**src/rtl/dotn_acc.sv**
```systemverilog
// dotn_acc -- pipelined signed dot-product unit with multi-chunk accumulation.
//
// Each valid beat ("chunk") carries LANES signed element pairs. The chunk's
// lane products are reduced by a registered pairwise adder tree, and the tree
// sum is accumulated across chunks framed by ifirst/ilast. One chunk is
// accepted per cycle with no backpressure. The latency from the edge that
// samples the ilast chunk to ovalid is log2(LANES)+3 cycles, counting that
// sampling edge as the first.
//
// Ports:
//   clk     rising-edge clock
//   rst     asynchronous, active-high reset
//   vec0    packed signed operand A, lane i at [(i+1)*IWIDTH-1 : i*IWIDTH]
//   vec1    packed signed operand B, same packing
//   ivalid  chunk valid this cycle
//   ifirst  chunk starts a new dot product (qualified by ivalid)
//   ilast   chunk ends the dot product (qualified by ivalid)
//   result  signed accumulated dot product, held between ovalid pulses
//   ovalid  one-cycle pulse, result is valid
//   err     one-cycle pulse on a framing violation (or saturation at emit)
//
// Optional feature macro: DOTN_SATURATE_EN
//   When this macro is defined, every accumulator update clamps to the OWIDTH
//   signed range. A sticky saturation flag, cleared by a first chunk, is ORed
//   into err when the product is emitted. When it is undefined, the
//   accumulator wraps in two's complement.

module dotn_acc #(
  parameter int LANES  = 8,
  parameter int IWIDTH = 8,
  parameter int OWIDTH = 32
) (
  input  logic                      clk,
  input  logic                      rst,
  input  logic [LANES*IWIDTH-1:0]   vec0,
  input  logic [LANES*IWIDTH-1:0]   vec1,
  input  logic                      ivalid,
  input  logic                      ifirst,
  input  logic                      ilast,
  output logic signed [OWIDTH-1:0]  result,
  output logic                      ovalid,
  output logic                      err
);

  localparam int LOG2  = $clog2(LANES);
  localparam int PW    = 2 * IWIDTH;       // product width
  localparam int SW    = PW + LOG2;        // tree output width
  localparam int DEPTH = LOG2 + 2;         // S0, S1 and one tree level per stage

  typedef struct packed {
    logic valid;
    logic first;
    logic last;
  } flags_t;

  typedef enum logic {IDLE, ACCUM} state_t;

  // ---------------------------------------------------------------------------
  // S0: operand capture and flag pipeline
  // ---------------------------------------------------------------------------
  logic [LANES*IWIDTH-1:0] a_r, b_r;
  flags_t                  fl_sr [DEPTH];

  // NOTE: the lane registers are plain flops rather than a RAM, so they are reset
  // along with everything else. This keeps the tree free of X after reset.
  // NOTE: clocked state uses non-blocking assignments so that every stage
  // samples the value its upstream neighbour held before the edge.
  always_ff @(posedge clk or posedge rst) begin
    if (rst) begin
      a_r <= '0;
      b_r <= '0;
    end else if (ivalid) begin
      a_r <= vec0;
      b_r <= vec1;
    end
  end

  // valid/first/last ride alongside the data. Element DEPTH-1 lines up with
  // the tree output.
  always_ff @(posedge clk or posedge rst) begin
    if (rst) begin
      for (int i = 0; i < DEPTH; i++) fl_sr[i] <= '0;
    end else begin
      fl_sr[0] <= '{valid: ivalid, first: ifirst, last: ilast};
      for (int i = 1; i < DEPTH; i++) fl_sr[i] <= fl_sr[i-1];
    end
  end

  // ---------------------------------------------------------------------------
  // S1: lane products
  // ---------------------------------------------------------------------------
  for (genvar i = 0; i < LANES; i++) begin : g_lane
    logic signed [IWIDTH-1:0] a_lane, b_lane;
    logic signed [PW-1:0]     prod;

    assign a_lane = a_r[i*IWIDTH +: IWIDTH];
    assign b_lane = b_r[i*IWIDTH +: IWIDTH];

    always_ff @(posedge clk or posedge rst) begin
      if (rst) prod <= '0;
      else     prod <= a_lane * b_lane;   // both operands signed: full signed product
    end
  end

  // ---------------------------------------------------------------------------
  // S2..S(1+LOG2): pairwise adder tree, one bit wider per level
  // ---------------------------------------------------------------------------
  for (genvar l = 0; l < LOG2; l++) begin : g_lvl
    localparam int N = LANES >> (l + 1);
    localparam int W = PW + l + 1;

    for (genvar k = 0; k < N; k++) begin : g_node
      logic [W-2:0] in_a, in_b;
      logic [W-1:0] node;

      if (l == 0) begin : g_leaf
        assign in_a = g_lane[2*k].prod;
        assign in_b = g_lane[2*k+1].prod;
      end else begin : g_inner
        assign in_a = g_lvl[l-1].g_node[2*k].node;
        assign in_b = g_lvl[l-1].g_node[2*k+1].node;
      end

      // Manual sign extension keeps the growth explicit at each level.
      always_ff @(posedge clk or posedge rst) begin
        if (rst) node <= '0;
        else     node <= {in_a[W-2], in_a} + {in_b[W-2], in_b};
      end
    end
  end

  logic signed [SW-1:0]     tree_sum;
  logic signed [OWIDTH-1:0] sum_ext;
  flags_t                   sa_fl;

  assign tree_sum = g_lvl[LOG2-1].g_node[0].node;
  assign sum_ext  = OWIDTH'(tree_sum);
  assign sa_fl    = fl_sr[DEPTH-1];

  // ---------------------------------------------------------------------------
  // SA: framing FSM and accumulator
  // ---------------------------------------------------------------------------
  state_t                   state, state_nx;
  logic signed [OWIDTH-1:0] acc, acc_nx;
  logic signed [OWIDTH-1:0] result_nx;
  logic                     ovalid_nx, err_nx;
  logic                     start, ferr;
  logic signed [OWIDTH-1:0] base, upd;
`ifdef DOTN_SATURATE_EN
  localparam logic signed [OWIDTH-1:0] ACC_MAX = {1'b0, {(OWIDTH-1){1'b1}}};
  localparam logic signed [OWIDTH-1:0] ACC_MIN = {1'b1, {(OWIDTH-1){1'b0}}};
  logic              sat, sat_nx;
  logic [OWIDTH:0]   wide;
`endif

  always_ff @(posedge clk or posedge rst) begin
    if (rst) begin
      state  <= IDLE;
      acc    <= '0;
      result <= '0;
      ovalid <= 1'b0;
      err    <= 1'b0;
`ifdef DOTN_SATURATE_EN
      sat    <= 1'b0;
`endif
    end else begin
      state  <= state_nx;
      acc    <= acc_nx;
      result <= result_nx;
      ovalid <= ovalid_nx;
      err    <= err_nx;
`ifdef DOTN_SATURATE_EN
      sat    <= sat_nx;
`endif
    end
  end

  // NOTE: every signal written here gets a default first, so no path can leave
  // a value unassigned and infer a latch.
  always_comb begin
    state_nx  = state;
    acc_nx    = acc;
    result_nx = result;
    ovalid_nx = 1'b0;
    err_nx    = 1'b0;
    start     = 1'b0;
    ferr      = 1'b0;
    base      = '0;
    upd       = '0;
`ifdef DOTN_SATURATE_EN
    sat_nx    = sat;
    wide      = '0;
`endif

    if (sa_fl.valid) begin
      // A chunk seen in IDLE always starts a product. In ACCUM, a first chunk
      // drops the partial and restarts. The framing error is the mismatch
      // between the first flag and the state.
      start = (state == IDLE) || sa_fl.first;
      ferr  = (state == IDLE) ? !sa_fl.first : sa_fl.first;
      base  = start ? '0 : acc;

`ifdef DOTN_SATURATE_EN
      wide = {base[OWIDTH-1], base} + {sum_ext[OWIDTH-1], sum_ext};
      if (wide[OWIDTH] != wide[OWIDTH-1]) upd = wide[OWIDTH] ? ACC_MIN : ACC_MAX;
      else                                upd = wide[OWIDTH-1:0];
      sat_nx = (start ? 1'b0 : sat) | (wide[OWIDTH] != wide[OWIDTH-1]);
`else
      upd = base + sum_ext;
`endif

      acc_nx = upd;
      err_nx = ferr;

      if (sa_fl.last) begin
        result_nx = upd;
        ovalid_nx = 1'b1;
        state_nx  = IDLE;
`ifdef DOTN_SATURATE_EN
        err_nx    = ferr | sat_nx;
`endif
      end else begin
        state_nx  = ACCUM;
      end
    end
  end

endmodule

```
**config.mk**
```make
export PLATFORM = sky130hd
export DESIGN_NAME = dotn_acc
export DESIGN_NICKNAME = d
export VERILOG_FILES = /design/src/rtl/dotn_acc.sv
export SDC_FILE = /design/constraint.sdc
export NUM_CORES = 2
export LEC_CHECK = 0
export CORE_UTILIZATION = 55
export DETAILED_ROUTE_END_ITERATION = 7
export PLACE_DENSITY = 0.74
export RECOVER_POWER = 100
export SLEW_MARGIN = 20
export SYNTH_ARGS = -nofsm -noshare
export SYNTH_HDL_FRONTEND = slang
export SYNTH_SLANG_ARGS = --single-unit
export TNS_END_PERCENT = 50
```
**constraint.sdc**
```tcl
create_clock -name clk -period 34.8 [get_ports clk]
set_input_delay 6.96 -clock clk [delete_from_list [all_inputs] [get_ports clk]]
set_output_delay 6.96 -clock clk [all_outputs]
set_load 0.005 [all_outputs]
```
After elaboration in Yosys (flattened, before gate mapping)
Index checks and enable logic that the tools add are counted.
{"block": "totals", "latchBits": 0, "out_inout_bits": 34, "mem_count": 0, "rom_bits": 0, "input_bits": 133, "register_bits": 461, "mem_bits_rw": 0}
{"block": "op_classes", "add_sub_neg": 8, "n_reduce_logical": 3, "n_div": 0, "eq_ne": 0, "n_mux": 6, "shift": 0, "order_cmp": 0, "bitwise_logic": 1, "n_mul": 8}
{"cell": "$mul 8x8->16", "n": 8}
{"cell": "$add 16x16->17", "n": 4}
{"cell": "$add 17x17->18", "n": 2}
{"cell": "$add 32x19->32", "n": 1}
{"cell": "$mux 32", "n": 1}
{"cell": "$add 18x18->19", "n": 1}
{"cell": "$mux 1", "n": 5}
{"cell": "$reduce_and 2->1", "n": 1}
{"cell": "$logic_not 1->1", "n": 1}
{"cell": "$logic_or 1x1->1", "n": 1}
{"cell": "$not 1->1", "n": 1}

Logic depth before layout (Yosys ltp)
{"block": "logic_depth", "depth_word": 4, "mapped_depth": 18, "ltp_nobuf": 17}

Least setup slack after synthesis
OpenSTA, ideal clock, no wires.
{"block": "synth_timing", "kind": "input port to flip-flop", "startpoint": "input ivalid", "endpoint": "register b_r[46]", "stages": 3, "t_arrival_ps": 7986, "setup_ps": 125, "path_slack_ps": 26689, "cell_sequence": "clkbuf_1 > buf_1 > mux2_2"}
{"element": "start: declaration", "line": "37", "source": "input logic ivalid,"}
{"element": "end signal: assignment", "line": "74", "source": "b_r <= vec1;"}
{"element": "end: declaration", "line": "61", "source": "logic [LANES*IWIDTH-1:0] a_r, b_r;"}
No word-level cell between the ends.

==> out/results.txt <==
Status: finished, violations left
Failing checks: design-rule violations, max-capacitance violations, max-slew violations
Skew-Pair Late Insertion Delay: 0.63 ns
Vias in the first global route: 28,890
Most frequent cell after synthesis: inv_1
Layout cells sized above 1: 6.240%
Core Area: 73,330 um2
Dpl cell area: 43,710 um2
# setup viols final: 0
Net Count, Synth: 4,993
Setup Buffers After CTS: 0
Minimum clock period: 19.12 ns
Min Hold Slack: 0.3398 ns
Slew HR: -419.4%
Dpl hpwl: 62,210 um
Ports: 167
Area growth from synthesis to layout: 11.16%
1st-iter DRT viols: 1,398
Vias per inst: 5.283
CP max FO: 152
Adder-Cell Fraction of Synth Area: 33.48%
Routed Wire Length: 80,520 um
Nets: 5,164
DIE HEIGHT: 275.0 um
Clock Sink Count: 461
Final Hold Fails: 0
FP Rows: 99
Post-synthesis sequential area ratio: 28.14%
Yosys top cell area share: 28.14%
Worst setup EP type: async pin
WL/cell: 15.47 um
CTS tree: done
CTS Hold Buffers Added: 0
Largest family of logic cells by synthesized area: adder cells
Crit start category: primary input
Slew @ Worst Pin: 7.792 ns
Clock transition at the registers of the reported paths: 0.06 ns
Cell variety after synth: 76
Compound-cell area share of the yosys netlist: 8.357%
ANT cells: 0
Post-Syn Area: 40,990 um2
RSZ-0062 raised after global routing: false
Post-Synth XOR/XNOR Area: 4.722%
Worst EP required: 34.64 ns
Critical path class: in2async
Top cell type by total area after synthesis: dfrtp_1
FFs w/ async S/R, synth: 100.0%
Yosys warnings: 0
Die area: 75,630 um2
DRC: 6
CTS Buffer Depth: 3
Worst reg2reg path depth: 16
Multiplexer area fraction after synthesis: 4.487%
Post-route ant nets: 0
Largest net degree at the start of global routing: 153
H-tree Lvls: 2
Hold crit path type: reg2reg
Synth Register Bits: 461
Slew Limit Fails: 638
Fin crit share: 54.94%
Chip width: 275.0 um
Synth Area in Simple Gates: 13.69%
First-pass detailed-route iteration total: 8
RD Place Congestion: 0.8801
Post-synth EDFFs: 0
Initial antenna violation count: 0
Synth area leaders: dfrtp_1, fa_1, ha_1
Setup TNS: 0 ns
Synthesized instance count: 4,032
First-pass GRT wire length: 140,800 um
Gr ovfl total: 0
Primary FF master, synth: dfrtp_1
Final core occ: 62.14%
Clock Skew: 0.03572 ns
Mean Syn Cell Area: 10.17 um2
Hold Path Cell Cnt: 0
GRT Util Overall: 22.73%
Design area: 45,570 um2
Max_cap viols: 8
Root Driver: clkbuf_16
Vias: 27,500
Post_cts resized: 0
Initial Util: 55.90%
Buffers added on ports: 166
Total CTS buffers: 54
Max Fclk: 52.31 MHz
Top cells by count, synth: inv_1, dfrtp_1, fa_1
WP data arrival: 18.96 ns
## final timing paths
kind / start / to / slack, ns
min in group asynchronous: rst / fl_sr[4] / 8.26
max: rst / g_lane[2].prod[2] / 15.68
min: fl_sr[3] / fl_sr[0] / 0.34
max reg2reg: b_r[32] / g_lane[4].prod[15] / 29.90
min reg2reg: fl_sr[3] / fl_sr[0] / 0.34
max in group clk: ivalid / b_r[7] / 22.09
## worst max-delay path, cell delays in order
cell and delay (ns):
dlygate4sd3_1 0.54, clkinvlp_2 2.65, clkbuf_1 5.62, clkbuf_1 2.97
## metrics by stage
stage	worst slack (ns)	cells
4_1_cts	25.57	5206
3_5_place_dp	24.91	5106
2_1_floorplan	14.99	4032
6_report	15.68	5206
5_1_grt	12.74	5206
3_3_place_gp	24.95	5106
## cell usage in the layout, fill, tap and decap left out, types with 9 or more instances in the layout
cell / instances
a21oi_1: 138
o21ai_0: 104
a21o_1: 63
nand2b_1: 37
or3_1: 17
o21bai_1: 11
and2_1: 315
and2_0: 53
clkbuf_1: 11
dlygate4sd3_1: 37
fa_1: 448
o21a_1: 30
nor4_1: 9
clkdlybuf4s50_1: 128
and3_1: 25
a21boi_0: 11
xnor2_1: 190
o211ai_1: 15
o31ai_1: 10
a31oi_1: 27
mux2_2: 158
nand3b_1: 14
nand3_1: 39
ha_1: 380
nor2b_1: 66
nor2_1: 145
nand2_1: 249
nand4_1: 14
inv_1: 717
a211oi_1: 16
clkbuf_16: 54
xor2_1: 31
nor3_1: 43
o21ai_1: 9
dfrtp_1: 461
## per-layer routing
layer,vias to the layer above,track usage (%),share of wire (%)
met5,-,0,0
met4,0,5.438,1.9
li1,13350,-,-
met3,95,2.889,3.2
met2,404,38.12,48
met1,13660,31.41,47
## cells by family after synthesis
kind of cell / Yosys count
AND/OR/NAND/NOR: 1057
adder cells (fa/ha/maj): 828
buffers and inverters: 777
AO/OA/AOI/OAI: 524
flip-flops: 461
XOR/XNOR: 221
multiplexers: 164
## registers in the layout, indices dropped and copies added (netlist names)
| name | flops |
|---|---|
| acc | 32 |
| ovalid | 1 |
| err | 1 |
| result | 32 |
| g_lvl.g_node.node | 123 |
| g_lane.prod | 128 |
| b_r | 64 |
| a_r | 64 |
| state | 1 |
| fl_sr | 15 |
## area by class of cell
| type | instances | area (um2) |
|---|---|---|
| fill | 6095 | 27760 |
| multi-input combinational | 2794 | 26520 |
| sequential | 461 | 11540 |
| inverter | 718 | 2696 |
| timing repair buffer | 174 | 1685 |
| clock buffer | 64 | 1469 |
| tap | 959 | 1200 |
| clock inverter | 36 | 464.2 |
Power is not shown: default switching activity piles up to over one toggle a cycle in this logic, so the estimate is an artifact.
